File: src/rtl/prbs_check_pkg.sv
// Shared constants for the PRBS7 word checker: widths, LFSR taps and FSM states.
package prbs_check_pkg;

    localparam int WORD_W     = 32;
    localparam int COUNT_W    = 16;
    localparam int HIST_W     = 7;
    localparam int PRBS_TAP_A = 7;
    localparam int PRBS_TAP_B = 6;

    typedef logic [0:0] state_t;
    localparam state_t ST_UNLOCKED = 1'b0;
    localparam state_t ST_LOCKED   = 1'b1;

endpackage

File: src/rtl/prbs7_predict.sv
// Combinational PRBS7 predictor: expands the last 7 received bits into the
// next 32-bit word, MSB first in time.
module prbs7_predict
    import prbs_check_pkg::*;
(
    input  logic [HIST_W-1:0] hist_i,
    output logic [WORD_W-1:0] pred_o
);

    // seq[0] is the oldest history bit; seq[HIST_W] is the first predicted bit.
    logic [HIST_W+WORD_W-1:0] seq;

    always_comb begin
        seq    = '0;
        pred_o = '0;
        for (int i = 0; i < HIST_W; i++) begin
            seq[i] = hist_i[HIST_W-1-i];
        end
        for (int i = HIST_W; i < HIST_W + WORD_W; i++) begin
            seq[i] = seq[i-PRBS_TAP_A] ^ seq[i-PRBS_TAP_B];
        end
        for (int i = 0; i < WORD_W; i++) begin
            pred_o[WORD_W-1-i] = seq[HIST_W+i];
        end
    end

endmodule

File: config.mk
export PLATFORM = sky130hd
export DESIGN_NAME = prbs7_predict
export DESIGN_NICKNAME = d
export VERILOG_FILES = /design/src/rtl/prbs_check_pkg.sv /design/src/rtl/prbs7_predict.sv
export SDC_FILE = /design/constraint.sdc
export NUM_CORES = 1
export LEC_CHECK = 0
export ABC_AREA = 1
export CAP_MARGIN = 5
export CORE_MARGIN = 2
export CORE_UTILIZATION = 38
export DETAILED_ROUTE_END_ITERATION = 7
export PLACE_DENSITY = 0.85
export SLEW_MARGIN = 30
export SYNTH_ARGS = -nofsm -noshare
export SYNTH_HDL_FRONTEND = slang
export SYNTH_SLANG_ARGS = --single-unit
File: constraint.sdc
create_clock -name vclk -period 1.91
set_input_delay 0.2865 -clock vclk [all_inputs]
set_output_delay 0.2865 -clock vclk [all_outputs]
set_load 0.02 [all_outputs]
==> results.toml <==
[outcome]
status = "finished, violations left"
failed_checks = "setup timing"

[global_route]
first_global_vias = 1054
track_usage_pct = 30.43
antenna_found_initial = 0
grt_pass1_wl_mm = 4.367
gr-total-overflow = 0
grt_max_degree = 7

[timing]
worst_pin_slew_ps = 289.9
slew-limit-headroom_pct = 80.54
post-route-period-util_pct = 103.5
timing.fmax_mhz = 505.7
hold_viol = 0
fin_hold_ws_ps = 1348
worst_slack_ps = -67.64
setup_viol = 8
final.min_clock_period_ps = 1978
grt_setup_unrepaired = "yes"
slew_violations = 0

[pwr]
comb_power_share_pct = 100.0
p_int_mw = 0.3177
p_per_area_mw_per_mm2 = 595.9
swShare_pct = 59.80
seq_power_share_pct = 0
peakVddDrop_mv = 0.3412
clock_power_share_pct = 0
p_leak_nw = 0.7505
power_switching_mw = 0.4726

[worst_setup_path]
path_class = "input port to output pin"
critPathCaptureType = "output pin"
cp.required_ps = 1620
critical_path_arrival_ps = 1690
critPathLaunchType = "input port"
crit_fanout = 6
critPathLaunch = "hist_i[3]"

[yosys]
synth.distinct_cells = 12
yosysSeqAreaShare_pct = 0
yosysWarnings = 0
yosys-top-cells-area = "nand2_1, xor2_1, nand3_1, inv_1, xnor2_1"
synth_top_cell_by_area = "nand2_1"
syn_avg_cell_area_um2 = 5.037
synth_nets = 122
synthCells = 115
synth_top_area_share_pct = 40.17
syn_area_um2 = 579.3

[min_path]
hp-start = "hist_i[0]"
min_path_type = "input port to output pin"
min_to = "pred_o[18]"
min_delay_path_depth = 5

[run]
cap_violations = 0

[layout]
area_delta_synth_final_pct = 128.9
fin_nets = 192
nFlopsAndLatches = 0
seqCellArea_um2 = 0
n_clock_buffer = 0
antenna_cells = 0
fin_util_pct = 90.14
drive_gt1_share_pct = 43.17

[die]
ioPinCount = 39
die_w_um = 43.05
rows = 14
start_util_pct = 39.37
core_mm2 = 0.001471
die_height_um = 43.05
dieArea_mm2 = 0.001853

[placement]
place_ws_ps = -806.0
dp_hpwl_mm = 1.902
place_congestion = 0.8662
place.port_buffers = 39

[detailed_routing]
wl_per_cell_um = 18.10
routed_wl_mm = 3.602
first_iter_violations = 91
ant_nets = 0
firstDrtPassIters = 5
drc = 0
vias = 1164
vias_per_cell = 5.849

[cts]
ctsHoldBuffers = 0
-- logic make-up (layout without fill, tap and decap cells) --
kind of cell / Yosys count / count (layout) / share of synthesized area, %
AND/OR/NAND/NOR: 82 / 82 / 60.04
XOR/XNOR: 17 / 17 / 28.29
buffers and inverters: 16 / 84 / 11.66
-- metrics by stage --
step / area (µm²) / power, mW / TNS (ps) / instances
after global routing: 1326 / 0.8288 / -871.7 / 199
after global placement: 1211 / 0.7365 / -15130 / 198
after detailed placement: 1211 / 0.7600 / -16660 / 198
after CTS: 1270 / 0.7158 / 0 / 199
after floorplan: 594.3 / 0.3777 / 0 / 115
final: 1326 / 0.7904 / -285.5 / 199
-- synth_stat cells --
master   instances
xor2_2           1
xnor2_1          5
nand3_2          1
nand3_1         15
buf_6            1
xor2_1          10
nand2_1         62
nand2_4          1
nand2_2          3
xnor2_2          1
inv_2            1
inv_1           14
-- how the worst max path moves through the flow --
| stage | end | depth (start not counted) | slack [ps] |
|---|---|---|---|
| CTS | pred_o[7] | 10 | 2 |
| global route | pred_o[3] | 11 | -150 |
| finish | pred_o[3] | 12 | -70 |
| detailed placement | pred_o[0] | 12 | -810 |
| floorplan | pred_o[2] | 6 | 30 |
| global placement | pred_o[2] | 9 | -710 |
-- layout by cell type (no fill, tap or decap) --
cell and instances:
buf_2 7, buf_4 30, buf_6 1, clkbuf_2 2, clkbuf_4 2, clkdlybuf4s15_1 2
clkdlybuf4s15_2 3, clkdlybuf4s50_1 7, dlygate4sd2_1 15, inv_1 13, inv_2 1, inv_4 1
nand2_1 46, nand2_2 16, nand2_4 4, nand3_1 11, nand3_2 3, nand3_4 2
xnor2_1 2, xnor2_2 1, xnor2_4 3, xor2_1 8, xor2_2 1, xor2_4 2
-- worst max-delay path: stages --
cell      delay, ps
clkbuf_4        210
inv_1           100
nand2_1         100
nand2_1         130
nand2_1         170
nand2_1         110
nand2_1         100
nand2_2          90
inv_1            80
nand2_1          70
nand2_1          80
buf_2           160
-- power by group through the flow --
stage,combinational (mW),sequential (mW),clock [mW]
after floorplan,0.378,0,0
after global placement,0.737,0,0
after detailed placement,0.760,0,0
after CTS,0.716,0,0
after global routing,0.829,0,0
final,0.790,0,0
-- timing repair --
action                                  CTS  global route
resized for setup                        84            34
buffers inserted                          1             0
pin swaps                                 3             3
endpoints found under the setup margin   32            19
hold endpoints to repair                  0             0
-- area by class of cell --
type | count | area, µm²
Tap cell | 16 | 20.02
Fill cell | 66 | 145.1
Timing Repair Buffer | 69 | 551.8
Multi-Input combinational cell | 99 | 695.7
Inverter | 15 | 58.81
-- per-layer routing --
layer	wire, µm	vias up	global-route usage [%]
li1	-	488	-
met1	1202	514	30.00
met2	1749	119	58.79
met4	272	0	17.58
met3	378	43	4.255
met5	0	-	0
Power figures use the tool's default switching activity.
